--- src/rtl/uart_pkg.sv ---
// Shared definitions for the UART line editor: FSM state codes, character
// constants and the printable-range helper.
package uart_pkg;

  typedef logic [3:0] state_t;

  localparam state_t ST_IDLE = 4'd0;
  localparam state_t ST_P0   = 4'd1;
  localparam state_t ST_P1   = 4'd2;
  localparam state_t ST_WAIT = 4'd3;
  localparam state_t ST_RD   = 4'd4;
  localparam state_t ST_BS1  = 4'd5;
  localparam state_t ST_BS2  = 4'd6;
  localparam state_t ST_LF   = 4'd7;
  localparam state_t ST_DONE = 4'd8;

  localparam logic [7:0] CH_CR  = 8'h0D;
  localparam logic [7:0] CH_LF  = 8'h0A;
  localparam logic [7:0] CH_BS  = 8'h08;
  localparam logic [7:0] CH_DEL = 8'h7F;
  localparam logic [7:0] CH_BEL = 8'h07;
  localparam logic [7:0] CH_ESC = 8'h1B;
  localparam logic [7:0] CH_SP  = 8'h20;

  localparam logic [7:0] PRINT_LO = 8'h20;
  localparam logic [7:0] PRINT_HI = 8'h7E;

  function automatic logic is_printable(input logic [7:0] b);
    return (b >= PRINT_LO) && (b <= PRINT_HI);
  endfunction

endpackage

--- src/rtl/uart_line_editor_if.sv ---
// Bundle of the UART byte streams and the line-consumer handshake/read port.
interface uart_line_editor_if;
  logic [7:0] rx_data;
  logic       rx_ready;
  logic       tx_start;
  logic [7:0] tx_data;
  logic       tx_busy;
  logic       get_a_cmd;
  logic       idle;
  logic       line_valid;
  logic       line_ready;
  logic [7:0] line_len;
  logic [7:0] line_rd_addr;
  logic [7:0] line_rd_data;
  logic       rx_overflow;

  modport slave (
    input  rx_data, rx_ready, tx_busy, get_a_cmd, line_ready, line_rd_addr,
    output tx_start, tx_data, idle, line_valid, line_len, line_rd_data, rx_overflow
  );

  modport master (
    output rx_data, rx_ready, tx_busy, get_a_cmd, line_ready, line_rd_addr,
    input  tx_start, tx_data, idle, line_valid, line_len, line_rd_data, rx_overflow
  );
endinterface

--- src/rtl/uart_rx_fifo.sv ---
// Receive byte FIFO with extra-MSB pointers and a sticky drop flag.
// A push into a full FIFO is honoured when a pop happens in the same cycle.
module uart_rx_fifo #(
  parameter int DEPTH = 4
) (
  input  logic       clk,
  input  logic       rst,
  input  logic       push,
  input  logic [7:0] din,
  input  logic       pop,
  output logic [7:0] dout,
  output logic       empty,
  output logic       full,
  output logic       overflow
);
  localparam int AW = $clog2(DEPTH);

  logic [AW:0] wr_ptr_q, wr_ptr_d;
  logic [AW:0] rd_ptr_q, rd_ptr_d;
  logic        overflow_q, overflow_d;
  logic [7:0]  mem_q [DEPTH];
  logic        do_push, do_pop;

  assign empty    = (wr_ptr_q == rd_ptr_q);
  assign full     = (wr_ptr_q[AW] != rd_ptr_q[AW]) && (wr_ptr_q[AW-1:0] == rd_ptr_q[AW-1:0]);
  assign do_pop   = pop && !empty;
  assign do_push  = push && (!full || do_pop);
  assign dout     = mem_q[rd_ptr_q[AW-1:0]];
  assign overflow = overflow_q;

  always_comb begin
    wr_ptr_d   = wr_ptr_q;
    rd_ptr_d   = rd_ptr_q;
    overflow_d = overflow_q;
    if (do_push) wr_ptr_d = wr_ptr_q + (AW+1)'(1);
    if (do_pop)  rd_ptr_d = rd_ptr_q + (AW+1)'(1);
    if (push && !do_push) overflow_d = 1'b1;
  end

  always_ff @(posedge clk) begin
    if (rst) begin
      wr_ptr_q   <= '0;
      rd_ptr_q   <= '0;
      overflow_q <= 1'b0;
    end else begin
      wr_ptr_q   <= wr_ptr_d;
      rd_ptr_q   <= rd_ptr_d;
      overflow_q <= overflow_d;
    end
  end

  always_ff @(posedge clk) begin
    if (do_push) mem_q[wr_ptr_q[AW-1:0]] <= din;
  end

endmodule

--- src/rtl/uart_line_editor.sv ---
// Line editor between the UART RX/TX cores and the command decoder: prompt,
// echo, backspace editing, length limit and hand-off of the finished line.
//   state | meaning
//   IDLE  | waiting for get_a_cmd
//   P0/P1 | sending the two prompt bytes
//   WAIT  | letting the transmitter drain before reading again
//   RD    | consuming one RX byte and dispatching on it
//   BS1/2 | finishing the backspace-space-backspace erase sequence
//   LF    | sending LF after CR
//   DONE  | presenting the line until the consumer accepts it
module uart_line_editor #(
  parameter int         RBUF_DEPTH = 4,
  parameter int         LINE_MAX   = 32,
  parameter logic [7:0] PROMPT0    = 8'h24,
  parameter logic [7:0] PROMPT1    = 8'h20,
  parameter bit         ECHO_EN    = 1'b1
) (
  input logic               clk,
  input logic               rst,
  uart_line_editor_if.slave bus
);
  import uart_pkg::*;

  localparam int         RAM_AW     = (LINE_MAX > 1) ? $clog2(LINE_MAX) : 1;
  localparam logic [7:0] LINE_MAX_B = 8'(LINE_MAX);

  state_t     state_q, state_d;
  logic       tx_start_q, tx_start_d;
  logic [7:0] tx_data_q, tx_data_d;
  logic       line_valid_q, line_valid_d;
  logic [7:0] line_len_q, line_len_d;
  logic [7:0] line_mem [2**RAM_AW];
  logic       fifo_pop, fifo_empty, fifo_full_unused;
  logic [7:0] fifo_dout;
  logic       ram_we;
  logic       can_tx;

  uart_rx_fifo #(.DEPTH(RBUF_DEPTH)) u_rx_fifo (
    .clk      (clk),
    .rst      (rst),
    .push     (bus.rx_ready),
    .din      (bus.rx_data),
    .pop      (fifo_pop),
    .dout     (fifo_dout),
    .empty    (fifo_empty),
    .full     (fifo_full_unused),
    .overflow (bus.rx_overflow)
  );

  assign can_tx           = !tx_start_q && !bus.tx_busy;
  assign bus.tx_start     = tx_start_q;
  assign bus.tx_data      = tx_data_q;
  assign bus.line_valid   = line_valid_q;
  assign bus.line_len     = line_len_q;
  assign bus.idle         = (state_q == ST_IDLE) && fifo_empty && !line_valid_q;
  assign bus.line_rd_data = (bus.line_rd_addr < LINE_MAX_B) ?
                            line_mem[bus.line_rd_addr[RAM_AW-1:0]] : 8'h00;

  always_comb begin
    state_d      = state_q;
    tx_start_d   = 1'b0;
    tx_data_d    = tx_data_q;
    line_valid_d = line_valid_q;
    line_len_d   = line_len_q;
    fifo_pop     = 1'b0;
    ram_we       = 1'b0;
    case (state_q)
      ST_IDLE: if (bus.get_a_cmd) begin
        line_len_d = 8'd0;
        state_d    = ST_P0;
      end
      ST_P0: if (can_tx) begin
        tx_start_d = 1'b1;
        tx_data_d  = PROMPT0;
        state_d    = ST_P1;
      end
      ST_P1: if (can_tx) begin
        tx_start_d = 1'b1;
        tx_data_d  = PROMPT1;
        state_d    = ST_WAIT;
      end
      ST_WAIT: if (can_tx) state_d = ST_RD;
      // Popping only with the transmitter free lets every branch send at once.
      ST_RD: if (can_tx && !fifo_empty) begin
        fifo_pop = 1'b1;
        if (fifo_dout == CH_CR || fifo_dout == CH_LF) begin
          tx_start_d = 1'b1;
          tx_data_d  = CH_CR;
          state_d    = ST_LF;
        end else if (fifo_dout == CH_BS || fifo_dout == CH_DEL) begin
          if (line_len_q != 8'd0) begin
            line_len_d = line_len_q - 8'd1;
            tx_start_d = 1'b1;
            tx_data_d  = CH_BS;
            state_d    = ST_BS1;
          end
        end else if (is_printable(fifo_dout)) begin
          if (line_len_q < LINE_MAX_B) begin
            ram_we     = 1'b1;
            line_len_d = line_len_q + 8'd1;
            if (ECHO_EN) begin
              tx_start_d = 1'b1;
              tx_data_d  = fifo_dout;
              state_d    = ST_WAIT;
            end
          end else begin
            tx_start_d = 1'b1;
            tx_data_d  = CH_BEL;
            state_d    = ST_WAIT;
          end
        end
      end
      ST_BS1: if (can_tx) begin
        tx_start_d = 1'b1;
        tx_data_d  = CH_SP;
        state_d    = ST_BS2;
      end
      ST_BS2: if (can_tx) begin
        tx_start_d = 1'b1;
        tx_data_d  = CH_BS;
        state_d    = ST_WAIT;
      end
      ST_LF: if (can_tx) begin
        tx_start_d = 1'b1;
        tx_data_d  = CH_LF;
        state_d    = ST_DONE;
      end
      ST_DONE: begin
        if (line_valid_q) begin
          if (bus.line_ready) begin
            line_valid_d = 1'b0;
            state_d      = ST_IDLE;
          end
        end else if (can_tx) begin
          line_valid_d = 1'b1;
        end
      end
      default: state_d = ST_IDLE;
    endcase
  end

  always_ff @(posedge clk) begin
    if (rst) begin
      state_q      <= ST_IDLE;
      tx_start_q   <= 1'b0;
      tx_data_q    <= 8'h00;
      line_valid_q <= 1'b0;
      line_len_q   <= 8'd0;
    end else begin
      state_q      <= state_d;
      tx_start_q   <= tx_start_d;
      tx_data_q    <= tx_data_d;
      line_valid_q <= line_valid_d;
      line_len_q   <= line_len_d;
    end
  end

  always_ff @(posedge clk) begin
    if (ram_we) line_mem[line_len_q[RAM_AW-1:0]] <= fifo_dout;
  end

endmodule

--- src/flat_wrapper.sv ---
// flat-port wrapper written by rule: the top's interface ports become plain ports
module uart_line_editor_flat import uart_pkg::*;
#(
  parameter int         RBUF_DEPTH = 4,
  parameter int         LINE_MAX   = 32,
  parameter logic [7:0] PROMPT0    = 8'h24,
  parameter logic [7:0] PROMPT1    = 8'h20,
  parameter bit         ECHO_EN    = 1'b1
)
  (clk, rst, bus_rx_data, bus_rx_ready, bus_tx_busy, bus_get_a_cmd, bus_line_ready, bus_line_rd_addr, bus_tx_start, bus_tx_data, bus_idle, bus_line_valid, bus_line_len, bus_line_rd_data, bus_rx_overflow);
  uart_line_editor_if bus_i ();
  input logic clk;
  input logic rst;
  input wire logic [$bits(bus_i.rx_data)-1:0] bus_rx_data;
  input wire logic [$bits(bus_i.rx_ready)-1:0] bus_rx_ready;
  input wire logic [$bits(bus_i.tx_busy)-1:0] bus_tx_busy;
  input wire logic [$bits(bus_i.get_a_cmd)-1:0] bus_get_a_cmd;
  input wire logic [$bits(bus_i.line_ready)-1:0] bus_line_ready;
  input wire logic [$bits(bus_i.line_rd_addr)-1:0] bus_line_rd_addr;
  output wire logic [$bits(bus_i.tx_start)-1:0] bus_tx_start;
  output wire logic [$bits(bus_i.tx_data)-1:0] bus_tx_data;
  output wire logic [$bits(bus_i.idle)-1:0] bus_idle;
  output wire logic [$bits(bus_i.line_valid)-1:0] bus_line_valid;
  output wire logic [$bits(bus_i.line_len)-1:0] bus_line_len;
  output wire logic [$bits(bus_i.line_rd_data)-1:0] bus_line_rd_data;
  output wire logic [$bits(bus_i.rx_overflow)-1:0] bus_rx_overflow;
  assign bus_i.rx_data = bus_rx_data;
  assign bus_i.rx_ready = bus_rx_ready;
  assign bus_i.tx_busy = bus_tx_busy;
  assign bus_i.get_a_cmd = bus_get_a_cmd;
  assign bus_i.line_ready = bus_line_ready;
  assign bus_i.line_rd_addr = bus_line_rd_addr;
  assign bus_tx_start = bus_i.tx_start;
  assign bus_tx_data = bus_i.tx_data;
  assign bus_idle = bus_i.idle;
  assign bus_line_valid = bus_i.line_valid;
  assign bus_line_len = bus_i.line_len;
  assign bus_line_rd_data = bus_i.line_rd_data;
  assign bus_rx_overflow = bus_i.rx_overflow;
  uart_line_editor #(.RBUF_DEPTH(RBUF_DEPTH), .LINE_MAX(LINE_MAX), .PROMPT0(PROMPT0), .PROMPT1(PROMPT1), .ECHO_EN(ECHO_EN)) u_core (.clk(clk), .rst(rst), .bus(bus_i));
endmodule
--- config.mk ---
export PLATFORM = sky130hd
export DESIGN_NAME = uart_line_editor_flat
export DESIGN_NICKNAME = d
export VERILOG_FILES = /design/src/rtl/uart_pkg.sv /design/src/rtl/uart_line_editor_if.sv /design/src/rtl/uart_rx_fifo.sv /design/src/rtl/uart_line_editor.sv /design/src/flat_wrapper.sv
export SDC_FILE = /design/constraint.sdc
export NUM_CORES = 1
export LEC_CHECK = 0
export BUFFER_PORTS_ARGS = -buffer_cell sky130_fd_sc_hd__buf_2
export CORE_MARGIN = 10
export CORE_UTILIZATION = 35
export DETAILED_ROUTE_END_ITERATION = 8
export GPL_ROUTABILITY_DRIVEN = 1
export PLACE_DENSITY = 0.48
export RECOVER_POWER = 50
export SLEW_MARGIN = 15
export SYNTH_ARGS = -nofsm -noshare
export SYNTH_HDL_FRONTEND = slang
export SYNTH_SLANG_ARGS = --single-unit
export TNS_END_PERCENT = 5
--- constraint.sdc ---
create_clock -name clk -period 3.8 [get_ports clk]
set_input_delay 0.76 -clock clk [delete_from_list [all_inputs] [get_ports clk]]
set_output_delay 0.76 -clock clk [all_outputs]
set_load 0.02 [all_outputs]
==> results.sh, run 1 <==
export IMPL_dieArea_sq_um=45200
export IMPL_crit_fanout=32
export IMPL_num_antenna_cells=0
export IMPL_vdd_drop_max_mv=0.250
export IMPL_post_cts_buffers=0
export IMPL_synth_edf_count=288
export IMPL_postRouteAntennaNets=0
export IMPL_fp_dieH_um=213
export IMPL_synthesis_area_sq_um=13000
export IMPL_wire_per_inst_um=22.8
export IMPL_start_util_pct=35.5
export IMPL_gp_congestion=0.777
export IMPL_p_leak_nw=4.94
export IMPL_synthesis_nets=728
export IMPL_synth_top_family_by_area="multiplexers"
export IMPL_max_slew_margin_pct=15.5
export IMPL_tns_ns=0
export IMPL_fill_cells=3299
export IMPL_final_common_cell="edfxtp_1"
export IMPL_drv_cap=0
export IMPL_final_max_slew_violation_count=0
export IMPL_synth_xor_area_share_pct=0.809
export IMPL_cts_tree="done"
export IMPL_portBuffers=49
export IMPL_crit_path_start_kind="input port"
export IMPL_synthArstFlopShare_pct=0
export IMPL_stdcell_area_sq_um=15200
export IMPL_post_route_util_pct=41.5
export IMPL_cp_required_ns=3.04
export IMPL_cts_root_buffer="clkbuf_16"
export IMPL_clk_pin_slew_worst_paths_ns=0.05
export IMPL_fin_cells=1300
export IMPL_avgSynthCellArea_sq_um=18.7
export IMPL_rrSetupSlack_ns=0.29
export IMPL_synth_compound_area_share_pct=2.73
export IMPL_skew_ns=0.0106
export IMPL_drive_above_1_share_pct=26.0
export IMPL_setup_viol=0
export IMPL_yosysTopAreaCell="edfxtp_1"
export IMPL_ys_warn_count=0
export IMPL_ys_flop_type="edfxtp_1"
export IMPL_cts_htree_levels=2
export IMPL_cts_made_buffers=35
export IMPL_grt_pass1_vias=7117
export IMPL_first_pass_iters=4
export IMPL_hold_class="flip-flop to flip-flop"
export IMPL_multi_input_area_sq_um=3530
export IMPL_num_rows=70
export IMPL_hold_ws_ns=0.470
export IMPL_grt_pass1_wl_mm=45.0
export IMPL_seq_area_sq_um=9270
export IMPL_synthesis_instances=694
export IMPL_fmax_ghz=0.285
export IMPL_status="finished clean"
export IMPL_synthMuxAreaShare_pct=16.4
export IMPL_groute_usage_overall_pct=13.2
export IMPL_antenna_found_initial=2
export IMPL_rsz0062_at_grt="no"
export IMPL_power_density_nw_per_um2=511
export IMPL_areaGrowthSynthToFinish_pct=16.8
export IMPL_vias_per_cell=5.12
export IMPL_drc=0
export IMPL_yosys_area_share_simple_pct=6.07
export IMPL_final_cell_mix="288 x edfxtp_1, 88 x mux4_2, 74 x nor2_1, 46 x clkbuf_1, 45 x buf_4"
export IMPL_synthTopCellsByArea="edfxtp_1 67%, mux4_2 15%, dfxtp_1 4.8%"
export IMPL_clkSinkCount=319
export IMPL_yosys_area_share_adder_pct=1.21
export IMPL_first_iter_violations=463
export IMPL_cts_repair_resized=0
export IMPL_placed_area_sq_um=14200
export IMPL_nets=844
export IMPL_worst_pin_slew_ns=1.27
export IMPL_critPathKind="input port to output pin"
export IMPL_clockBufferDepth=3
export IMPL_ys_types=53
export IMPL_die_width_um=213
export IMPL_dp_cells=1241
export IMPL_coreArea_sq_um=36600
export IMPL_ios=50
export IMPL_hold_buffers=0
export IMPL_finalWirelength_mm=29.6
export IMPL_post_dp_hpwl_mm=19.6
export IMPL_ys_seq_elements=319
export IMPL_synth_seq_area_share_pct=71.3
export IMPL_yosysTopAreaCellShare_pct=66.6
export IMPL_worstPathArrival_ns=2.75
export IMPL_clock_latency_ns=0.51
export IMPL_hold_viol=0
export IMPL_fin_crit_ns=3.51
export IMPL_cp_end_kind="output pin"
export IMPL_grt_max_degree=35
export IMPL_grt_overflow_total=0
export IMPL_routed_via_count=6658
export IMPL_min_period_over_period_pct=92.4
-- power by group --
part	internal [W]	total, W	switching, W
Combinational	0.000268	0.000676	0.000409
Sequential	0.00389	0.00394	0.0000444
Clock	0.00184	0.00314	0.00129
Total	0.00601	0.00775	0.00174
-- path summary, 6_finish.rpt --
check | cells past startpoint | end | startpoint
max | 7 | bus_line_rd_data[0] | bus_line_rd_addr[0]
min | 2 | u_core.bus.tx_data[0] | u_core.bus.tx_data[0]
max reg2reg | 8 | u_core.line_mem[29][3] | flip-flop
min reg2reg | 2 | u_core.bus.tx_data[0] | u_core.bus.tx_data[0]
-- sequential cells by signal (all words and copies together) (netlist names), named ones only --
register / flops
u_core.bus.tx_data: 8
u_core.u_rx_fifo.wr_ptr_q: 3
u_core.bus.line_len: 8
u_core.u_rx_fifo.mem_q: 32
u_core.line_mem: 256
u_core.state_q: 4
u_core.bus.tx_start: 1
u_core.u_rx_fifo.overflow: 1
u_core.u_rx_fifo.rd_ptr_q: 3
u_core.bus.line_valid: 1
-- cells by family (layout without fill, tap and decap cells) --
kind of cell | count (synthesis) | in the layout
XOR/XNOR | 12 | 12
AO/OA/AOI/OAI | 46 | 46
flip-flops | 319 | 319
adder cells (fa/ha/maj) | 12 | 12
buffers and inverters | 44 | 182
multiplexers | 103 | 103
AND/OR/NAND/NOR | 158 | 158
-- layout make-up --
class | count | area share (%)
Clock buffer | 43 | 6.31
Tap cell | 468 | 3.86
Sequential cell | 319 | 61.1
Multi-Input combinational cell | 331 | 23.3
Timing Repair Buffer | 112 | 4.59
Clock inverter | 16 | 0.626
Inverter | 11 | 0.272
-- cells in the mapped netlist (2+ instances only) --
master,number
a211oi_1,6
a21oi_1,14
a31oi_1,3
and2_1,5
and3_1,2
buf_1,11
buf_6,2
clkbuf_1,18
dfxtp_1,31
edfxtp_1,288
ha_1,11
inv_1,11
mux2i_1,14
mux4_2,88
nand2_1,16
nand2b_1,8
nand3_1,13
nand3b_1,4
nand4_1,4
nor2_1,75
nor2b_1,6
nor3_1,6
nor3b_1,2
nor4b_1,3
nor4b_2,2
o21a_1,3
o21ai_0,6
o31a_1,2
or3_1,5
or3b_2,2
xnor2_1,9
xor2_1,3
-- stage by stage --
step / total power (W) / setup slack [ns]
global route: 0.00805 / 0.0251
global placement: 0.00470 / 0.264
finish: 0.00775 / 0.290
detailed placement: 0.00472 / 0.252
CTS: 0.00786 / 0.252
floorplan: 0.00448 / 0.0700
-- layer usage --
layer,share of wire (%),track usage (%),wire (um),vias up
li1,-,-,-,3030
met1,45,17.8,13400,3446
met2,48,21.4,14200,131
met3,4.4,2.58,1300,51
met4,2.6,3.89,757,0
met5,0,0,0,-
-- worst max-delay path, cell delays in order --
cell and delay (ns):
buf_4 0.12, buf_12 0.27, mux4_2 0.55, mux4_2 0.52, mux2i_1 0.28, nor2_1 0.06
buf_2 0.17
Power figures use the tool's default switching activity.
==> run 2, diff against run 1 <==
clock period = 2.9 ns   (was 3.8 ns; I/O delays follow)
==> run 2 against run 1 <==
  * The flow now finishes with violations (negative setup slack)
  * Combinational power rose by 51%
  * Die area did not move
  * Setup slack lost 0.56 ns
  * Worst hold slack got worse by 0.15 ns
  * Clock skew rose by 0.020 ns
  * Utilization is 2.9 points higher
  * Largest cell class unchanged
==> results.sh, run 2 (synthesized netlist as in run 1, its figures left out) <==
export IMPL_status="finished, violations left"
export IMPL_violations="negative setup slack"
export IMPL_wire_per_inst_um=22.8
export IMPL_grt_max_degree=35
export IMPL_final_setup_worst_slack_ns=-0.268
export IMPL_fp_dieH_um=213
export IMPL_coreArea_sq_um=36600
export IMPL_crit_fanout=5
export IMPL_fin_crit_ns=3.17
export IMPL_die_width_um=213
export IMPL_min_delay_start="bus_rx_ready"
export IMPL_fill_cells=3209
export IMPL_first_pass_iters=4
export IMPL_cp_required_ns=3.29
export IMPL_areaGrowthSynthToFinish_pct=24.9
export IMPL_vdd_drop_max_mv=0.396
export IMPL_drc=0
export IMPL_clockBufferDepth=3
export IMPL_drive_above_1_share_pct=37.1
export IMPL_tns_ns=-27.80
export IMPL_max_slew_margin_pct=40.5
export IMPL_cts_tree="done"
export IMPL_gp_congestion=0.762
export IMPL_rsz0062_at_grt="yes"
export IMPL_ios=50
export IMPL_power_density_nw_per_um2=644
export IMPL_total_power_w=0.0105
export IMPL_hold_depth=3
export IMPL_cts_htree_levels=2
export IMPL_post_dp_hpwl_mm=20.1
export IMPL_grt_pass1_wl_mm=47.1
export IMPL_post_route_util_pct=44.3
export IMPL_seq_area_sq_um=9270
export IMPL_min_to="u_core.u_rx_fifo.overflow"
export IMPL_dp_worst_setup_slack_ns=-0.385
export IMPL_portBuffers=49
export IMPL_cts_made_buffers=35
export IMPL_p_leak_nw=5.37
export IMPL_first_iter_violations=369
export IMPL_hold_viol=0
export IMPL_hold_ws_ns=0.318
export IMPL_hold_class="input port to flip-flop"
export IMPL_hold_buffers=0
export IMPL_final_max_slew_violation_count=0
export IMPL_dieArea_sq_um=45200
export IMPL_drv_cap=0
export IMPL_rr_endpoint="u_core.bus.line_len[7]"
export IMPL_antenna_found_initial=0
export IMPL_num_antenna_cells=0
export IMPL_rr_worst_depth=15
export IMPL_crit_path_start_kind="flip-flop"
export IMPL_fmax_ghz=0.316
export IMPL_cts_root_buffer="clkbuf_16"
export IMPL_groute_usage_overall_pct=13.9
export IMPL_skew_ns=0.0309
export IMPL_worst_pin_slew_ns=0.892
export IMPL_cp_end_kind="flip-flop"
export IMPL_grt_overflow_total=0
export IMPL_clkSinkCount=319
export IMPL_finalWirelength_mm=30.8
export IMPL_setup_viol=273
export IMPL_routed_via_count=6869
export IMPL_rrSetupSlack_ns=-0.27
export IMPL_vias_per_cell=5.08
export IMPL_critPathKind="flip-flop to flip-flop"
export IMPL_clock_latency_ns=0.53
export IMPL_start_util_pct=35.5
export IMPL_final_common_cell="edfxtp_1"
export IMPL_nets=891
export IMPL_largest_reg_flops=256
export IMPL_clk_pin_slew_worst_paths_ns=0.06
export IMPL_multi_input_area_sq_um=3780
export IMPL_postRouteAntennaNets=0
export IMPL_grt_pass1_vias=7390
export IMPL_final_cell_mix="288 x edfxtp_1, 88 x mux4_2, 57 x buf_4, 47 x nor2_1, 36 x clkbuf_16"
export IMPL_worstPathArrival_ns=3.55
export IMPL_min_period_over_period_pct=109
export IMPL_num_rows=70
run 2: per-stage QoR:
step	std cells	area, sq um
after global placement	1273	14600
final	1351	16200
after detailed placement	1273	14600
after global routing	1351	16200
after floorplan	694	13100
after CTS	1349	16200
run 2: repair_timing:
item / 4_1_cts / 5_1_grt
cloned: 6 / 0
endpoints found under the setup margin: 279 / 280
setup buffers: 7 / 2
gates resized for setup: 88 / 11
endpoints found under the hold margin: 0 / 0
pin swaps: 11 / 9
run 2: critical path: stages, from the launching register on:
cell	delay, ns
dfxtp_4	0.39
buf_6	0.12
mux4_2	0.54
clkbuf_1	0.14
nand4_1	0.14
nor2_4	0.07
nor2_4	0.13
inv_4	0.06
ha_4	0.22
a21o_1	0.17
a21oi_2	0.16
o21ai_2	0.08
o41ai_2	0.23
xnor2_1	0.15
and3_1	0.20
o31a_1	0.23
run 2: worst max-delay path by stage:
stage | start | endpoint | slack, ns
global route | flip-flop | u_core.bus.line_len[7] | -0.41
global placement | flip-flop | u_core.bus.line_len[7] | -0.33
floorplan | flip-flop | u_core.bus.line_len[7] | -0.53
detailed placement | flip-flop | u_core.bus.line_len[7] | -0.38
CTS | flip-flop | u_core.bus.line_len[7] | -0.23
finish | flip-flop | u_core.bus.line_len[7] | -0.27
run 2: layout make-up:
cell class	count	share of cell area [%]
clock buffer	45	5.76
clock inverter	18	1.04
inverter	11	0.270
multi-input combinational	331	23.3
sequential	319	57.1
tap	468	3.61
timing repair buffer	159	8.90
run 2: layer usage:
metal | share of wire [%] | track usage, % | vias up | wire, um
li1 | - | - | 3139 | -
met1 | 45 | 18.6 | 3548 | 13900
met2 | 48 | 22.8 | 136 | 14900
met3 | 4.5 | 2.51 | 46 | 1390
met4 | 1.9 | 3.74 | 0 | 596
met5 | 0 | 0 | - | 0
run 2: power by group:
part,leakage (nW),internal [W],switching [W],total [W]
Combinational,2.00,0.000455,0.000568,0.00102
Sequential,2.85,0.00510,0.0000598,0.00516
Clock,0.529,0.00255,0.00173,0.00428
